$ cat src/rtl/d_e_ctrl_pipe_pkg.sv
// Shared encodings and control-word types for the D/E control pipeline.
// ALU op codes, MIPS opcode/funct constants and the Tnew/Tuse width live here.
package d_e_ctrl_pipe_pkg;

  localparam int TNEW_W = 2;
  localparam int TUSE_W = 2;

  localparam logic [4:0] ALU_ADDU = 5'd0;
  localparam logic [4:0] ALU_SUBU = 5'd1;
  localparam logic [4:0] ALU_AND  = 5'd2;
  localparam logic [4:0] ALU_OR   = 5'd3;
  localparam logic [4:0] ALU_LUI  = 5'd4;

  localparam logic [5:0] OP_RTYPE = 6'b000000;
  localparam logic [5:0] OP_ORI   = 6'b001101;
  localparam logic [5:0] OP_LUI   = 6'b001111;
  localparam logic [5:0] OP_LW    = 6'b100011;
  localparam logic [5:0] OP_SW    = 6'b101011;
  localparam logic [5:0] OP_BEQ   = 6'b000100;
  localparam logic [5:0] OP_JAL   = 6'b000011;

  localparam logic [5:0] FN_ADDU  = 6'b100001;
  localparam logic [5:0] FN_SUBU  = 6'b100011;
  localparam logic [5:0] FN_JR    = 6'b001000;

  // Operand never read: larger than any Tnew, so it can never stall.
  localparam logic [TUSE_W-1:0] TUSE_NONE = 2'd3;

  typedef struct packed {
    logic [4:0]        alu_op;
    logic              alu_src;
    logic [31:0]       imm;
    logic              reg_write;
    logic              mem_write;
    logic              mem_to_reg;
    logic              link;
    logic [4:0]        a3;
    logic [TNEW_W-1:0] tnew;
  } ctrl_t;

  typedef struct packed {
    logic              reg_write;
    logic              mem_write;
    logic              mem_to_reg;
    logic              link;
    logic [4:0]        a3;
    logic [TNEW_W-1:0] tnew;
  } ctrl_m_t;

  function automatic logic [TNEW_W-1:0] tnew_dec(input logic [TNEW_W-1:0] t);
    return (t == '0) ? '0 : t - 1'b1;
  endfunction

endpackage

$ cat src/rtl/d_e_ctrl_pipe_decode.sv
// Combinational decoder: D-stage instruction to control word plus operand Tuse.
// Unrecognised encodings yield the all-zero (nop) word.
module instr_decode
  import d_e_ctrl_pipe_pkg::*;
(
  input  logic [31:0]       instr,
  output ctrl_t             ctrl,
  output logic [TUSE_W-1:0] tuse_rs,
  output logic [TUSE_W-1:0] tuse_rt
);

  logic [5:0]  opcode;
  logic [5:0]  funct;
  logic [4:0]  rt;
  logic [4:0]  rd;
  logic [31:0] imm_zext;
  logic [31:0] imm_sext;
  logic        unused_bits;

  assign opcode      = instr[31:26];
  assign funct       = instr[5:0];
  assign rt          = instr[20:16];
  assign rd          = instr[15:11];
  assign imm_zext    = {16'h0000, instr[15:0]};
  assign imm_sext    = {{16{instr[15]}}, instr[15:0]};
  assign unused_bits = ^{instr[25:21], instr[10:6]};

  always_comb begin
    ctrl    = '0;
    tuse_rs = TUSE_NONE;
    tuse_rt = TUSE_NONE;
    case (opcode)
      OP_RTYPE: begin
        case (funct)
          FN_ADDU: begin
            ctrl.alu_op = ALU_ADDU;
            ctrl.a3     = rd;
            ctrl.tnew   = 2'd1;
            tuse_rs     = 2'd1;
            tuse_rt     = 2'd1;
          end
          FN_SUBU: begin
            ctrl.alu_op = ALU_SUBU;
            ctrl.a3     = rd;
            ctrl.tnew   = 2'd1;
            tuse_rs     = 2'd1;
            tuse_rt     = 2'd1;
          end
          FN_JR: tuse_rs = 2'd0;
          default: ;
        endcase
      end
      OP_ORI: begin
        ctrl.alu_op  = ALU_OR;
        ctrl.alu_src = 1'b1;
        ctrl.imm     = imm_zext;
        ctrl.a3      = rt;
        ctrl.tnew    = 2'd1;
        tuse_rs      = 2'd1;
      end
      OP_LUI: begin
        ctrl.alu_op  = ALU_LUI;
        ctrl.alu_src = 1'b1;
        ctrl.imm     = imm_zext;
        ctrl.a3      = rt;
        ctrl.tnew    = 2'd1;
      end
      OP_LW: begin
        ctrl.alu_op     = ALU_ADDU;
        ctrl.alu_src    = 1'b1;
        ctrl.imm        = imm_sext;
        ctrl.mem_to_reg = 1'b1;
        ctrl.a3         = rt;
        ctrl.tnew       = 2'd2;
        tuse_rs         = 2'd1;
      end
      OP_SW: begin
        ctrl.alu_op    = ALU_ADDU;
        ctrl.alu_src   = 1'b1;
        ctrl.imm       = imm_sext;
        ctrl.mem_write = 1'b1;
        tuse_rs        = 2'd1;
        tuse_rt        = 2'd2;
      end
      OP_BEQ: begin
        tuse_rs = 2'd0;
        tuse_rt = 2'd0;
      end
      OP_JAL: begin
        ctrl.link = 1'b1;
        ctrl.a3   = 5'd31;
      end
      default: ;
    endcase
    // Writes to $0 are discarded so they never look like a hazard producer.
    ctrl.reg_write = (ctrl.a3 != 5'd0);
  end

endmodule

$ cat src/rtl/d_e_ctrl_pipe.sv
// D/E and E/M control registers with Tnew tracking and RAW stall detection.
// A stalled D instruction is replaced by an all-zero bubble in E.
module d_e_ctrl_pipe
  import d_e_ctrl_pipe_pkg::*;
(
  input  logic        clk,
  input  logic        reset,
  input  logic [31:0] Instr_D,
  output logic        Stall_D,
  output logic [4:0]  ALUOp_E,
  output logic        ALUSrc_E,
  output logic [31:0] Imm_E,
  output logic        RegWrite_E,
  output logic        MemWrite_E,
  output logic        MemToReg_E,
  output logic        Link_E,
  output logic [4:0]  A3_E,
  output logic [1:0]  Tnew_E,
  output logic        RegWrite_M,
  output logic        MemWrite_M,
  output logic        MemToReg_M,
  output logic        Link_M,
  output logic [4:0]  A3_M,
  output logic [1:0]  Tnew_M
);

  ctrl_t             dec_ctrl;
  logic [TUSE_W-1:0] tuse_rs;
  logic [TUSE_W-1:0] tuse_rt;
  logic [4:0]        rs;
  logic [4:0]        rt;
  ctrl_t             ctrl_e_p1;
  ctrl_m_t           ctrl_m_p2;

  instr_decode u_decode (
    .instr   (Instr_D),
    .ctrl    (dec_ctrl),
    .tuse_rs (tuse_rs),
    .tuse_rt (tuse_rt)
  );

  assign rs = Instr_D[25:21];
  assign rt = Instr_D[20:16];

  function automatic logic raw_hazard(input logic [4:0]        r,
                                      input logic [TUSE_W-1:0] tuse,
                                      input logic              rw,
                                      input logic [4:0]        a3,
                                      input logic [TNEW_W-1:0] tnew);
    return (r != 5'd0) && rw && (a3 == r) && (tnew > tuse);
  endfunction

  always_comb begin
    Stall_D = raw_hazard(rs, tuse_rs, ctrl_e_p1.reg_write, ctrl_e_p1.a3, ctrl_e_p1.tnew)
            | raw_hazard(rs, tuse_rs, ctrl_m_p2.reg_write, ctrl_m_p2.a3, ctrl_m_p2.tnew)
            | raw_hazard(rt, tuse_rt, ctrl_e_p1.reg_write, ctrl_e_p1.a3, ctrl_e_p1.tnew)
            | raw_hazard(rt, tuse_rt, ctrl_m_p2.reg_write, ctrl_m_p2.a3, ctrl_m_p2.tnew);
  end

  // D -> E (p1) and E -> M (p2) stage boundaries
  always_ff @(posedge clk) begin
    if (!reset) begin
      ctrl_e_p1 <= '0;
      ctrl_m_p2 <= '0;
    end else begin
      ctrl_e_p1            <= Stall_D ? '0 : dec_ctrl;
      ctrl_m_p2.reg_write  <= ctrl_e_p1.reg_write;
      ctrl_m_p2.mem_write  <= ctrl_e_p1.mem_write;
      ctrl_m_p2.mem_to_reg <= ctrl_e_p1.mem_to_reg;
      ctrl_m_p2.link       <= ctrl_e_p1.link;
      ctrl_m_p2.a3         <= ctrl_e_p1.a3;
      ctrl_m_p2.tnew       <= tnew_dec(ctrl_e_p1.tnew);
    end
  end

  assign ALUOp_E    = ctrl_e_p1.alu_op;
  assign ALUSrc_E   = ctrl_e_p1.alu_src;
  assign Imm_E      = ctrl_e_p1.imm;
  assign RegWrite_E = ctrl_e_p1.reg_write;
  assign MemWrite_E = ctrl_e_p1.mem_write;
  assign MemToReg_E = ctrl_e_p1.mem_to_reg;
  assign Link_E     = ctrl_e_p1.link;
  assign A3_E       = ctrl_e_p1.a3;
  assign Tnew_E     = ctrl_e_p1.tnew;
  assign RegWrite_M = ctrl_m_p2.reg_write;
  assign MemWrite_M = ctrl_m_p2.mem_write;
  assign MemToReg_M = ctrl_m_p2.mem_to_reg;
  assign Link_M     = ctrl_m_p2.link;
  assign A3_M       = ctrl_m_p2.a3;
  assign Tnew_M     = ctrl_m_p2.tnew;

endmodule
$ cat config.mk
export PLATFORM = sky130hd
export DESIGN_NAME = d_e_ctrl_pipe
export DESIGN_NICKNAME = d
export VERILOG_FILES = /design/src/rtl/d_e_ctrl_pipe_pkg.sv /design/src/rtl/d_e_ctrl_pipe_decode.sv /design/src/rtl/d_e_ctrl_pipe.sv
export SDC_FILE = /design/constraint.sdc
export NUM_CORES = 1
export LEC_CHECK = 0
export BUFFER_PORTS_ARGS = -buffer_cell sky130_fd_sc_hd__buf_2
export CORE_ASPECT_RATIO = 1.5
export CORE_MARGIN = 10
export CORE_UTILIZATION = 51
export CTS_CLUSTER_DIAMETER = 100
export DETAILED_ROUTE_END_ITERATION = 10
export PLACE_DENSITY = 0.8
export SYNTH_ARGS = -nofsm -noshare
export SYNTH_HDL_FRONTEND = slang
export SYNTH_HIERARCHICAL = 1
export SYNTH_SLANG_ARGS = --single-unit
$ cat constraint.sdc
create_clock -name clk -period 2.7 [get_ports clk]
set_clock_uncertainty 0.05 [all_clocks]
set_input_delay 0.135 -clock clk [delete_from_list [all_inputs] [get_ports clk]]
set_output_delay 0.135 -clock clk [all_outputs]
set_load 0.01 [all_outputs]
==> results.md <==
* Fmax at approximately 0.39 GHz
* Top cell type's share of synthesized area at between 40% and 50%
* Fin Hold WS at approximately 91 ps
* PnR Total Power at ~1900 uW
* Compound-Gate Fraction of Synth Area at just under 5%
* Worst path required time at ~2500 ps
* Core Region at approximately 0.0054 mm^2
* VDD IR max at roughly 0.00037 V
* Vias at between 2000 and 3000
* Final hold vios at 0
* CP max stage delay at 460 ps
* Avg Synthesized Cell Area at approximately 8.4 um^2
* Share of cells above drive strength 1 at between 30% and 40%
* Clock sink count at 60
* Gr ovfl total at 0
* Most common cell after layout, fill and taps aside: buf_2
* Yosys top cell by area: dfxtp_1
* Xor/xnor share of the synthesized area at approximately 6.2%
* P&R area growth vs syn at 24.4%
* Post-layout util at between 60% and 70%
* Setup crit start kind: input port
* DR pass1 iterations at 4
* IO buf count at 94
* Commonest cells after routing, fill and taps aside: buf_2, dfxtp_1, nand2_1
* Gr usage total at between 10% and 20%
* Antenna viol nets, final at 0
* Post-detail-place hpwl at between 5 and 6 mm
* Crit share post-route at a little over nine tenths
* Worst Max-Slew Pin Slew at between 1000 and 1500 ps
* CTS tree: built
* Hold buffers post-CTS at 0
* Initial Util at 51.8%
* DRC at 0
* Critical-path cell list: buf_2 -> buf_4 -> nor2_1 -> nand4_1 -> nor2_2 -> o32ai_1 -> inv_1 -> ha_1 -> nand2_1 -> nand3_1 -> or4_4 -> a21oi_4 -> or2_1 -> buf_2
* Max-Cap Viols at 0
* Static Leak at between 0.0015 and 0.002 uW
* Outcome: finished clean
* Synth area leaders: dfxtp_1, nor3_1, nand2_1, buf_4, xnor2_1
* Vias in the first global route at between 2000 and 2500
* Met2 wire len at just under 4 mm
* Routability congestion estimate at 0.898
* Num CTS Buffers at 9
* Max layer used: met4
* Syn. warnings at 6
* Max-slew headroom at between 10% and 20%
* CP Capture Type: output port
* #FFs+latches synth at 60
* IO Count at 95
* Fin. max-slew vios at 0
* Power per cell area at about 540 mW/mm^2
* Synth Instances at 333
* Crit path max-delay cell type: or4_4
* Die footprint at a little under 0.009 mm^2
* CTS root buf: clkbuf_8
* Die Span Y at ~110 um
* Crit Path Max Fanout at 4
* Async set or reset register ratio after synthesis at 0%
* Clock latency on the worst-skew pair at approximately 330 ps
* Sequential share of the synthesized area at a little over two fifths
* Adder-cell share of the synthesized area at under 10%
* WL/cell at around 15 um
* Max H-tree Level at 3
* Post-synth EDFFs at 0
* Number of antenna violations at the first check in global routing at 1
* Met3 wire length at roughly 600 um
* Hold/Removal Path Class: input port to register
* Synth Cell Area at about 0.0028 mm^2
* Hold wc startpoint: Instr_D[10]
* WL final at 7.41 mm
* CP dominant cell by count: buf_2
* Setup Viol. Count Final at 0
* Synth Area in Simple Gates at between 30% and 40%
* Pin count of the biggest net entering global routing at 60
* Largest family of logic cells by synthesized area: simple AND/OR/NAND/NOR gates
* Global-route wire length before repair at approximately 12 mm
* CTS clock-pin slew for the worst setup and hold paths at around 60 ps
* Data arrival, critical path at 2410 ps
* Setup Crit Path Kind: input port to output port
* Reg2reg start: Tnew_E[0]$_SDFF_PP0_
* Clock Path Buffers at 2
* Minimum clock period at ~2600 ps
* 1st-iter DRT viols at between 150 and 200
* Mux cell area share after synthesis at 0%
* CP bufs+invs at 4
* Crit path from: Instr_D[31]
* Yosys cell types at 37
* Chip width at between 80 and 90 um
* Predominant post-synthesis flop cell: dfxtp_1
* Largest delay share family, worst path: simple AND/OR/NAND/NOR gates
* Layout Nets at about 460
* M1 WL at between 2 and 3 mm
* Fillers at ~470
* Row cnt at 33
* Via density at 5.21
[registers in the layout, indices dropped and copies added (netlist names), 2 cells and up]
| register | count |
|---|---|
| A3_E | 5 |
| Tnew_E | 2 |
| Imm_E | 32 |
| ALUOp_E | 5 |
| A3_M | 5 |
| Tnew_M | 2 |
[layout make-up]
class                   count  area [um^2]  area share (%)
well taps                  70         87.6            2.51
diodes                      1         2.50          0.0718
flip-flops and latches     60         1200            34.4
repair buffers            106          573            16.4
clock inverters             2         60.1            1.72
multi-input cells         223         1370            39.4
clock buffers              12          145            4.16
inverters                  12         45.0            1.29
[per-layer routing]
metal	vias up	track usage [%]
met3	23	5.52
met5	-	0
met2	91	28.1
li1	1252	-
met1	1165	17.4
met4	0	9.67
[cell usage after synthesis (2+ instances only)]
cell and number:
a21oi_1 7, a21oi_2 2, a221o_1 2, a221o_2 3, and2_1 12, buf_2 11, buf_4 19, clkbuf_1 7
dfxtp_1 60, ha_1 9, inv_1 12, nand2_1 58, nand2b_1 2, nand3_1 9, nor2_1 8, nor2b_1 17
nor3_1 50, nor4_1 2, nor4b_1 2, or4_1 6, xnor2_1 16, xor2_1 4
[stage by stage]
stage | TNS (ps) | cell area [um^2] | worst slack, ps | std cells
after floorplan | 0 | 2810 | 261 | 334
after global placement | 0 | 3240 | 71.6 | 470
after detailed placement | -1020 | 3240 | -50.5 | 470
after CTS | 0 | 3450 | 58.7 | 484
after global routing | -25.9 | 3490 | -25.9 | 486
final | 0 | 3490 | 103 | 486
[kinds of logic (layout without fill, tap and decap cells)]
logic type | after synthesis | in the layout
simple gates | 175 | 175
flops | 60 | 60
buf+inv | 51 | 132
xor+xnor | 20 | 20
compound gates | 17 | 17
fa+ha+maj | 9 | 9
other cells | 1 | 3
[power by group]
part	switching (uW)	internal (uW)
registers	5.88	896
logic	79.3	59.9
clock network	317	535
[worst min-delay path, cell delays in order]
cell and delay (ps):
buf_2 90, nor2b_1 110, nand2_1 60, nor3_1 40
[repair_timing]
item / CTS / global route
hold endpoints to repair: 0 / 0
resized for setup: 1 / 6
pin swaps: 0 / 1
setup buffers: 0 / 1
setup endpoints to repair: 1 / 1
[worst paths after layout]
path,to,slack [ps],depth (start not counted)
min,Imm_E[10]$_SDFF_PP0_,90,4
max,Stall_D,100,14
min reg2reg,MemToReg_M$_SDFF_PN0_,400,1
max reg2reg,Imm_E[2]$_SDFF_PP0_,540,9
Power figures use the tool's default switching activity.
